`src/rtl/ls_mem_arbiter_if.sv`:
```
// Bundle between the LSQ, the arbiter and the data-memory port.
// The arbiter takes the slave view; the LSQ/memory side takes master.
interface ls_mem_arbiter_if #(
    parameter int XLEN  = 32,
    parameter int TAG_W = 4
);
    logic             squash;
    logic             ld_req_valid;
    logic [XLEN-1:0]  ld_req_addr;
    logic [1:0]       ld_req_size;
    logic             ld_req_ready;
    logic             st_req_valid;
    logic [XLEN-1:0]  st_req_addr;
    logic [XLEN-1:0]  st_req_data;
    logic [1:0]       st_req_size;
    logic             st_urgent;
    logic             st_req_ready;
    logic [1:0]       proc2mem_command;
    logic [XLEN-1:0]  proc2mem_addr;
    logic [XLEN-1:0]  proc2mem_data;
    logic [1:0]       proc2mem_size;
    logic [TAG_W-1:0] mem2proc_response;
    logic [TAG_W-1:0] mem2proc_tag;
    logic [XLEN-1:0]  mem2proc_data;
    logic             ld_done_valid;
    logic [XLEN-1:0]  ld_done_data;
    logic             busy;

    modport slave (
        input  squash,
        input  ld_req_valid, ld_req_addr, ld_req_size,
        output ld_req_ready,
        input  st_req_valid, st_req_addr, st_req_data, st_req_size,
        input  st_urgent,
        output st_req_ready,
        output proc2mem_command, proc2mem_addr,
        output proc2mem_data, proc2mem_size,
        input  mem2proc_response, mem2proc_tag, mem2proc_data,
        output ld_done_valid, ld_done_data,
        output busy
    );

    modport master (
        output squash,
        output ld_req_valid, ld_req_addr, ld_req_size,
        input  ld_req_ready,
        output st_req_valid, st_req_addr, st_req_data, st_req_size,
        output st_urgent,
        input  st_req_ready,
        input  proc2mem_command, proc2mem_addr,
        input  proc2mem_data, proc2mem_size,
        output mem2proc_response, mem2proc_tag, mem2proc_data,
        input  ld_done_valid, ld_done_data,
        input  busy
    );
endinterface

```
`src/rtl/ls_mem_arbiter.sv`:
```
// Load/store arbiter for the single data-memory port.
// One command per cycle, at most one tagged load in flight.
module ls_mem_arbiter #(
    parameter int XLEN  = 32,
    parameter int TAG_W = 4
) (
    input logic              clock,
    input logic              reset_n,
    ls_mem_arbiter_if.slave  bus
);
    typedef enum logic [1:0] {
        IDLE,
        LD_WAIT,
        LD_DRAIN
    } state_t;

    localparam logic [1:0] BUS_NONE  = 2'd0;
    localparam logic [1:0] BUS_LOAD  = 2'd1;
    localparam logic [1:0] BUS_STORE = 2'd2;

    state_t           state_q, state_d;
    logic [TAG_W-1:0] tag_q, tag_d;
    logic             last_st_q, last_st_d;
    logic             done_v_q, done_v_d;
    logic [XLEN-1:0]  done_data_q, done_data_d;

    logic ld_elig, st_elig;
    logic gnt_ld, gnt_st;
    logic accepted, tag_hit, new_hit;

    // Pick the winner; urgent stores first, else alternate on last grant.
    always_comb begin
        ld_elig = reset_n && (state_q == IDLE)
                  && bus.ld_req_valid && !bus.squash;
        st_elig = reset_n && bus.st_req_valid;
        gnt_st  = st_elig
                  && (!ld_elig || bus.st_urgent || !last_st_q);
        gnt_ld  = ld_elig && !gnt_st;
        accepted = (bus.mem2proc_response != '0);
        tag_hit  = (bus.mem2proc_tag != '0)
                   && (bus.mem2proc_tag == tag_q);
        new_hit  = (bus.mem2proc_tag == bus.mem2proc_response);
    end

    // Drive the memory command and the requester handshakes.
    always_comb begin
        bus.proc2mem_command = BUS_NONE;
        bus.proc2mem_addr    = '0;
        bus.proc2mem_data    = '0;
        bus.proc2mem_size    = 2'd0;
        unique case (1'b1)
            gnt_ld: begin
                bus.proc2mem_command = BUS_LOAD;
                bus.proc2mem_addr    = bus.ld_req_addr;
                bus.proc2mem_size    = bus.ld_req_size;
            end
            gnt_st: begin
                bus.proc2mem_command = BUS_STORE;
                bus.proc2mem_addr    = bus.st_req_addr;
                bus.proc2mem_data    = bus.st_req_data;
                bus.proc2mem_size    = bus.st_req_size;
            end
            default: ;
        endcase
        bus.ld_req_ready = gnt_ld && accepted;
        bus.st_req_ready = gnt_st && accepted;
    end

    // Next-state: load tag tracking, squash draining, completion pulse.
    always_comb begin
        state_d     = state_q;
        tag_d       = tag_q;
        last_st_d   = last_st_q;
        done_v_d    = 1'b0;
        done_data_d = done_data_q;
        if (accepted && (gnt_ld || gnt_st)) begin
            last_st_d = gnt_st;
        end
        unique case (state_q)
            IDLE: begin
                if (gnt_ld && accepted) begin
                    if (new_hit) begin
                        done_v_d    = 1'b1;
                        done_data_d = bus.mem2proc_data;
                    end else begin
                        state_d = LD_WAIT;
                        tag_d   = bus.mem2proc_response;
                    end
                end
            end
            LD_WAIT: begin
                if (tag_hit) begin
                    state_d = IDLE;
                    tag_d   = '0;
                    if (!bus.squash) begin
                        done_v_d    = 1'b1;
                        done_data_d = bus.mem2proc_data;
                    end
                end else if (bus.squash) begin
                    state_d = LD_DRAIN;
                end
            end
            LD_DRAIN: begin
                if (tag_hit) begin
                    state_d = IDLE;
                    tag_d   = '0;
                end
            end
            default: begin
                state_d = IDLE;
                tag_d   = '0;
            end
        endcase
    end

    // State and completion registers.
    always_ff @(posedge clock or negedge reset_n) begin
        if (!reset_n) begin
            state_q     <= IDLE;
            tag_q       <= '0;
            last_st_q   <= 1'b1;
            done_v_q    <= 1'b0;
            done_data_q <= '0;
        end else begin
            state_q     <= state_d;
            tag_q       <= tag_d;
            last_st_q   <= last_st_d;
            done_v_q    <= done_v_d;
            done_data_q <= done_data_d;
        end
    end

    assign bus.ld_done_valid = done_v_q;
    assign bus.ld_done_data  = done_data_q;
    assign bus.busy          = (state_q != IDLE);
endmodule

```
`src/flat_wrapper.sv`:
```
// flat-port wrapper written by rule: the top's interface ports become plain ports
module ls_mem_arbiter_flat 
#(
    parameter int XLEN  = 32,
    parameter int TAG_W = 4
)
  (clock, reset_n, bus_squash, bus_ld_req_valid, bus_ld_req_addr, bus_ld_req_size, bus_ld_req_ready, bus_st_req_valid, bus_st_req_addr, bus_st_req_data, bus_st_req_size, bus_st_urgent, bus_st_req_ready, bus_proc2mem_command, bus_proc2mem_addr, bus_proc2mem_data, bus_proc2mem_size, bus_mem2proc_response, bus_mem2proc_tag, bus_mem2proc_data, bus_ld_done_valid, bus_ld_done_data, bus_busy);
  ls_mem_arbiter_if #(.XLEN(XLEN), .TAG_W(TAG_W)) bus_i ();
  input logic clock;
  input logic reset_n;
  input wire logic [$bits(bus_i.squash)-1:0] bus_squash;
  input wire logic [$bits(bus_i.ld_req_valid)-1:0] bus_ld_req_valid;
  input wire logic [$bits(bus_i.ld_req_addr)-1:0] bus_ld_req_addr;
  input wire logic [$bits(bus_i.ld_req_size)-1:0] bus_ld_req_size;
  output wire logic [$bits(bus_i.ld_req_ready)-1:0] bus_ld_req_ready;
  input wire logic [$bits(bus_i.st_req_valid)-1:0] bus_st_req_valid;
  input wire logic [$bits(bus_i.st_req_addr)-1:0] bus_st_req_addr;
  input wire logic [$bits(bus_i.st_req_data)-1:0] bus_st_req_data;
  input wire logic [$bits(bus_i.st_req_size)-1:0] bus_st_req_size;
  input wire logic [$bits(bus_i.st_urgent)-1:0] bus_st_urgent;
  output wire logic [$bits(bus_i.st_req_ready)-1:0] bus_st_req_ready;
  output wire logic [$bits(bus_i.proc2mem_command)-1:0] bus_proc2mem_command;
  output wire logic [$bits(bus_i.proc2mem_addr)-1:0] bus_proc2mem_addr;
  output wire logic [$bits(bus_i.proc2mem_data)-1:0] bus_proc2mem_data;
  output wire logic [$bits(bus_i.proc2mem_size)-1:0] bus_proc2mem_size;
  input wire logic [$bits(bus_i.mem2proc_response)-1:0] bus_mem2proc_response;
  input wire logic [$bits(bus_i.mem2proc_tag)-1:0] bus_mem2proc_tag;
  input wire logic [$bits(bus_i.mem2proc_data)-1:0] bus_mem2proc_data;
  output wire logic [$bits(bus_i.ld_done_valid)-1:0] bus_ld_done_valid;
  output wire logic [$bits(bus_i.ld_done_data)-1:0] bus_ld_done_data;
  output wire logic [$bits(bus_i.busy)-1:0] bus_busy;
  assign bus_i.squash = bus_squash;
  assign bus_i.ld_req_valid = bus_ld_req_valid;
  assign bus_i.ld_req_addr = bus_ld_req_addr;
  assign bus_i.ld_req_size = bus_ld_req_size;
  assign bus_ld_req_ready = bus_i.ld_req_ready;
  assign bus_i.st_req_valid = bus_st_req_valid;
  assign bus_i.st_req_addr = bus_st_req_addr;
  assign bus_i.st_req_data = bus_st_req_data;
  assign bus_i.st_req_size = bus_st_req_size;
  assign bus_i.st_urgent = bus_st_urgent;
  assign bus_st_req_ready = bus_i.st_req_ready;
  assign bus_proc2mem_command = bus_i.proc2mem_command;
  assign bus_proc2mem_addr = bus_i.proc2mem_addr;
  assign bus_proc2mem_data = bus_i.proc2mem_data;
  assign bus_proc2mem_size = bus_i.proc2mem_size;
  assign bus_i.mem2proc_response = bus_mem2proc_response;
  assign bus_i.mem2proc_tag = bus_mem2proc_tag;
  assign bus_i.mem2proc_data = bus_mem2proc_data;
  assign bus_ld_done_valid = bus_i.ld_done_valid;
  assign bus_ld_done_data = bus_i.ld_done_data;
  assign bus_busy = bus_i.busy;
  ls_mem_arbiter #(.XLEN(XLEN), .TAG_W(TAG_W)) u_core (.clock(clock), .reset_n(reset_n), .bus(bus_i));
endmodule
```
`config.mk`:
```
export PLATFORM = sky130hd
export DESIGN_NAME = ls_mem_arbiter_flat
export DESIGN_NICKNAME = d
export VERILOG_FILES = /design/src/rtl/ls_mem_arbiter_if.sv /design/src/rtl/ls_mem_arbiter.sv /design/src/flat_wrapper.sv
export SDC_FILE = /design/constraint.sdc
export NUM_CORES = 1
export LEC_CHECK = 0
export CORE_AREA = 2 2 97 99
export DETAILED_ROUTE_END_ITERATION = 8
export DIE_AREA = 0 0 99 101
export DONT_BUFFER_PORTS = 1
export PLACE_DENSITY_LB_ADDON = 0.12
export SETUP_SLACK_MARGIN = 0.5
export SLEW_MARGIN = 20
export SYNTH_ARGS = -nofsm -noshare
export SYNTH_HDL_FRONTEND = slang
export SYNTH_SLANG_ARGS = --single-unit
```
`constraint.sdc`:
```
create_clock -name clock -period 2.7 [get_ports clock]
set_clock_uncertainty 0.1 [all_clocks]
set_input_delay 0.54 -clock clock [delete_from_list [all_inputs] [get_ports clock]]
set_output_delay 0.54 -clock clock [all_outputs]
set_load 0.01 [all_outputs]
```
# Word-level counts from Yosys, hierarchy flattened
# Index checks and enable logic that the tools add are counted.
# classes
n_reduce_logical	26
mux	24
eq_ne	12
# op_table
cell	count
2-to-1 mux 32 bit	5
case mux 32 bit (2 select lines)	2
2-to-1 mux 4 bit	3
logical AND 1 bit	10
2-to-1 mux 2 bit	5
== test 4 bit	2
inequality test 2 x 1 -> 1 bit (second input constant)	4
case mux 2 bit (2 select lines)	2
case mux 4 bit (2 select lines)	1
nonzero test 4 bit	2
inequality test 2 bit (second input constant)	3
case mux 2 bit (3 select lines)	1
AND reduction 5 bit	1
logical NOT 1 bit	4
2-to-1 mux 1 bit	4
AND reduction 4 bit	1
nonzero test 2 bit	2
logical OR 1 bit	3
inequality test 3 x 2 -> 1 bit (second input constant)	1
AND reduction 3 bit	1
== test 2 x 1 -> 1 bit (second input constant)	1
== test 2 bit (second input constant)	1
logical NOT 2 bit	1
case mux 1 bit (2 select lines)	1
OR reduction 2 bit	1
# word_totals
wordCells	67
ff_bits	40
output_inout_bits	104
in_bits	146

# Logic depth before layout (Yosys ltp)
# depth
ltp_word	13
mapped_depth	10
depth_no_buf	7

# Least setup slack after synthesis
# OpenSTA, ideal clock, no wires.
# synth_timing
path_kind	register to output
start	register u_core.state_q[1]
end	output bus_proc2mem_addr[23]
slack_ns	0.201
n_path_buf	2
path_stages_with_launch	8
t_arrival_ns	1.859
cell_sequence	dfrtp_1 inv_1 ha_1 buf_4 nand4b_2 a31oi_1 clkbuf_1 a22o_1
# synth_via
elab_chain_len	11
# synth_lines
element	line_no	rtl
from (decl)	ls_mem_arbiter.sv:21	state_t state_q, state_d;
from (signal assigned)	ls_mem_arbiter.sv:125	state_q <= state_d;
logical NOT 2 bit (*)	ls_mem_arbiter.sv:33	ld_elig = reset_n && (state_q == IDLE)
logical AND 1 bit (*)	ls_mem_arbiter.sv:33	
logical AND 1 bit (*) (2 in a row)	ls_mem_arbiter.sv:34	&& bus.ld_req_valid && !bus.squash;
logical NOT 1 bit	ls_mem_arbiter.sv:37	&& (!ld_elig || bus.st_urgent || !last_st_q);
logical OR 1 bit (2 in a row)	ls_mem_arbiter.sv:37	
logical AND 1 bit	ls_mem_arbiter.sv:37	
logical NOT 1 bit	ls_mem_arbiter.sv:38	gnt_ld = ld_elig && !gnt_st;
logical AND 1 bit	ls_mem_arbiter.sv:38	
case mux 32 bit (2 select lines) (*)	ls_mem_arbiter.sv:51	unique case (1'b1)
to (decl)	flat_wrapper.sv:23	output wire logic [$bits(bus_i.proc2mem_addr)-1:0] bus_proc2mem_addr;
# Mark *: on every way between the ends. The rest lies on a longest branch, timed or not.

# Final worst setup path
# layout_timing
start	register u_core.state_q[0]
end	output bus_proc2mem_addr[17]
# Same word-level chain as after synthesis.

==> parameters.txt <==
Parameter                              Value

Yosys
  Library cells used by synthesis    31
  Most numerous cell in the Yosys netlist    sky130_fd_sc_hd__dfrtp_1
  Sequential fraction of the synthesis area    40.19%
  Cell types with the largest area share after synthesis    sky130_fd_sc_hd__dfrtp_1, sky130_fd_sc_hd__mux2_4, sky130_fd_sc_hd__a22o_1, sky130_fd_sc_hd__and2_1, sky130_fd_sc_hd__xor2_1
  Leading register cell type out of synthesis    sky130_fd_sc_hd__dfrtp_1
  Warnings, synthesis    0
  Net count of the mapped netlist    367
  Commonest cells post-synth    sky130_fd_sc_hd__dfrtp_1, sky130_fd_sc_hd__a22o_1, sky130_fd_sc_hd__and2_1, sky130_fd_sc_hd__mux2_4, sky130_fd_sc_hd__nand3_1
  Synthesized netlist cell count    217
  Seq cells post-synth    40
  Async S/R FF share, synth    100.0%
  Cell area after technology mapping    0.002494 mm²
  Number of flops mapped to enable cells by yosys    0
  Largest area contributor in the netlist    sky130_fd_sc_hd__dfrtp_1
  Syn_area_per_cell    11.49 µm²
  Area share of the largest cell type after synthesis    39.14%

Drt
  Antenna-violating nets left    0
  Total via count after detailed routing    1887
  Drt drc    0
  Detailed-router iteration count before antenna repair    4
  Post-Route WL    8.432 mm
  Detailed Route Iter0 Violations    55
  Mean number of vias per cell    5.470
  Wire per inst    24.44 µm

Placement
  GPL Wtd Cong    0.6967
  PortBufs    0
  DP Wirelength    5.941 mm

Hold path
  End point of the worst hold path    u_core.bus.ld_done_data[10]
  Worst hold path startpoint    bus_mem2proc_data[10]
  Number of instances on the worst hold path    1
  Tightest Hold Check Type    input port to flip-flop

Worst setup path
  Worst Setup Start Kind    flip-flop
  Worst Reg2Reg Path Length in Cells    10
  Start-to-end type of the worst setup path    flip-flop to primary output
  CP arrival    1840 ps
  Destination of the worst register-to-register timing path    u_core.bus.ld_done_data[20]
  Worst Setup End Kind    primary output
  Crit path required time    2060 ps
  R2R Setup Slk    280 ps
  Beginning of the worst register-to-register path    u_core.state_q[0]
  CP Max Fanout    6

Clock network
  Number of buffers created by CTS    5
  Buffer cell driving the clock tree root    sky130_fd_sc_hd__clkbuf_8
  CTS Buffer Depth    2
  Reg clk slew, reported paths    80 ps
  Worst-Skew Late Latency    290 ps
  TritonCTS clock tree    yes
  Clock sink count    40
  H-tree lvl count    2

Floorplanning
  Die outline height    101 µm
  Horizontal die dimension    99 µm
  Die Outline Area    0.009999 mm²
  Num ports    250
  Effective utilization at floorplan    27.78%
  Placeable core area    0.008977 mm²
  Number of standard-cell rows in the floorplan    35

Power
  Switching Fraction    36.02%
  Switching power total    1.025 mW
  Sequential power share    42.7%
  Cell leakage power    1.522 nW
  Clock power frac    13.5%
  Design internal power    1.820 mW
  Proportion of power drawn by combinational gates    43.8%
  Pwr Density    879.1 mW/mm²
  Max IR drop VDD    0.0003732 V

GRT
  Wire length of the first global-routing pass    11.10 mm
  Antenna violations before repair    0
  Vias in the first global route    1733
  Leftover overflow at the end of global routing    0
  GRT Util Overall    14.80%
  Maximum number of pins on one net before global-route repair    41

Finish
  Fill cell instance count of the final layout    883
  Area used by multi-input combinational logic    0.001633 mm²
  Area growth from synthesis to layout    29.75%
  Diodes inserted    0
  Share of layout cells above drive strength 1    50.00%
  Layout Nets    384
  Sequential cell area    0.001002 mm²
  End-of-flow core utilization    36.04%

STA
  Period utilisation layout    91.74%
  Highest attainable clock frequency    403.7 MHz
  Final min period    2477 ps
  Transition time at the pin with the least slew margin    633.9 ps
  Number of slew-limit violations in the final report    0
  Setup repair after global routing missed its margin    true
  Relative slew slack    57.35%
  Post-Route Setup TNS    0 ps
  Setup violations, final    0
  Endpoints failing hold    0

Outcome
  Result of the run    finished, final reports clean

Flow run
  Max-Cap Viols    0
[how the worst max path moves through the flow]
stage,from,to,slack [ps],cells past startpoint
global placement,u_core.state_q[0],bus_proc2mem_addr[2],320,6
CTS,u_core.state_q[0],bus_proc2mem_addr[29],210,7
global route,u_core.state_q[0],bus_proc2mem_addr[17],140,7
finish,u_core.state_q[0],bus_proc2mem_addr[17],220,7
detailed placement,u_core.state_q[1],bus_proc2mem_addr[8],270,6
floorplan,u_core.state_q[1],u_core.bus.ld_done_data[0],370,10
[registers in the layout, summed over array words and instances (netlist names)]
| name | count |
|---|---|
| u_core.state_q | 2 |
| u_core.tag_q | 4 |
| u_core.bus.ld_done_data | 32 |
| u_core.last_st_q | 1 |
| u_core.bus.ld_done_valid | 1 |
[worst max-delay path: stages, from the launching register on]
cell and delay (ps):
sky130_fd_sc_hd__dfrtp_1 400, sky130_fd_sc_hd__inv_2 80, sky130_fd_sc_hd__ha_4 150, sky130_fd_sc_hd__nand4b_4 100
sky130_fd_sc_hd__o211a_4 300, sky130_fd_sc_hd__buf_12 140, sky130_fd_sc_hd__buf_6 120, sky130_fd_sc_hd__a22o_4 250
[cells by family after synthesis]
kind of cell             synth area share [%]
buffers and inverters                   5.018
multiplexers                            19.42
XOR/XNOR                                2.810
adder cells (fa/ha/maj)                 2.007
AND/OR/NAND/NOR                         14.40
AO/OA/AOI/OAI                           16.16
flip-flops                              40.19
[layout by cell type (no fill, tap or decap), drive strengths merged]
| cell | n |
|---|---|
| a311oi | 1 |
| nor3 | 1 |
| a211o | 4 |
| ha | 4 |
| a22o | 34 |
| clkinv | 1 |
| and2 | 32 |
| a22oi | 1 |
| nand4b | 1 |
| o211a | 2 |
| clkbuf | 7 |
| xor2 | 8 |
| dfstp | 1 |
| dlygate4sd3 | 1 |
| nand2 | 2 |
| a21boi | 1 |
| inv | 7 |
| o2bb2ai | 1 |
| or2 | 1 |
| nand3 | 12 |
| nor4 | 3 |
| a21oi | 2 |
| a31oi | 1 |
| mux2 | 33 |
| buf | 23 |
| dfrtp | 39 |
| o21ai | 1 |
| nor2b | 1 |
| clkinvlp | 1 |
| nand2b | 4 |
| nor2 | 4 |
[repair_timing]
action,4_1_cts,5_1_grt
resized for setup,30,6
hold endpoints to repair,40,0
cloned,3,2
hold buffers,2,0
buffers inserted,11,1
setup endpoints to repair,103,108
pin swaps,15,3
[power by group through the flow]
stage	Clock, mW	Sequential [mW]	Combinational, mW
2_1_floorplan	0	1.16	0.895
3_3_place_gp	0	1.23	0.999
3_5_place_dp	0	1.23	1.00
4_1_cts	0.408	1.22	1.18
5_1_grt	0.439	1.25	1.35
6_report	0.385	1.21	1.25
[stage by stage]
step                hold WS, ps  total power, mW  setup slack, ps  instance area [µm²]  instances
floorplan                 144.4            2.056            368.1                 2636        217
global placement          145.3            2.232            323.7                 2729        319
detailed placement        145.4            2.230            272.4                 2729        319
CTS                       272.3            2.807            205.1                 3146        342
global route              267.5            3.038            137.9                 3236        345
finish                    285.8            2.845            223.0                 3236        345
[metal layers]
metal | share of wire, % | GRT usage [%] | vias up
met3 | 13 | 7.282 | 4
met2 | 45 | 21.36 | 139
met5 | 0 | 0 | -
met1 | 42 | 20.27 | 928
li1 | - | - | 816
met4 | 0.47 | 2.529 | 0
[cell type report]
| type | instances | share of cell area [%] |
|---|---|---|
| clock inverter | 2 | 0.3867 |
| sequential | 40 | 30.97 |
| tap | 111 | 4.292 |
| clock buffer | 5 | 2.127 |
| timing repair buffer | 26 | 10.94 |
| multi-input combinational | 154 | 50.46 |
| inverter | 7 | 0.8121 |
(Power assumes the default switching activity.)
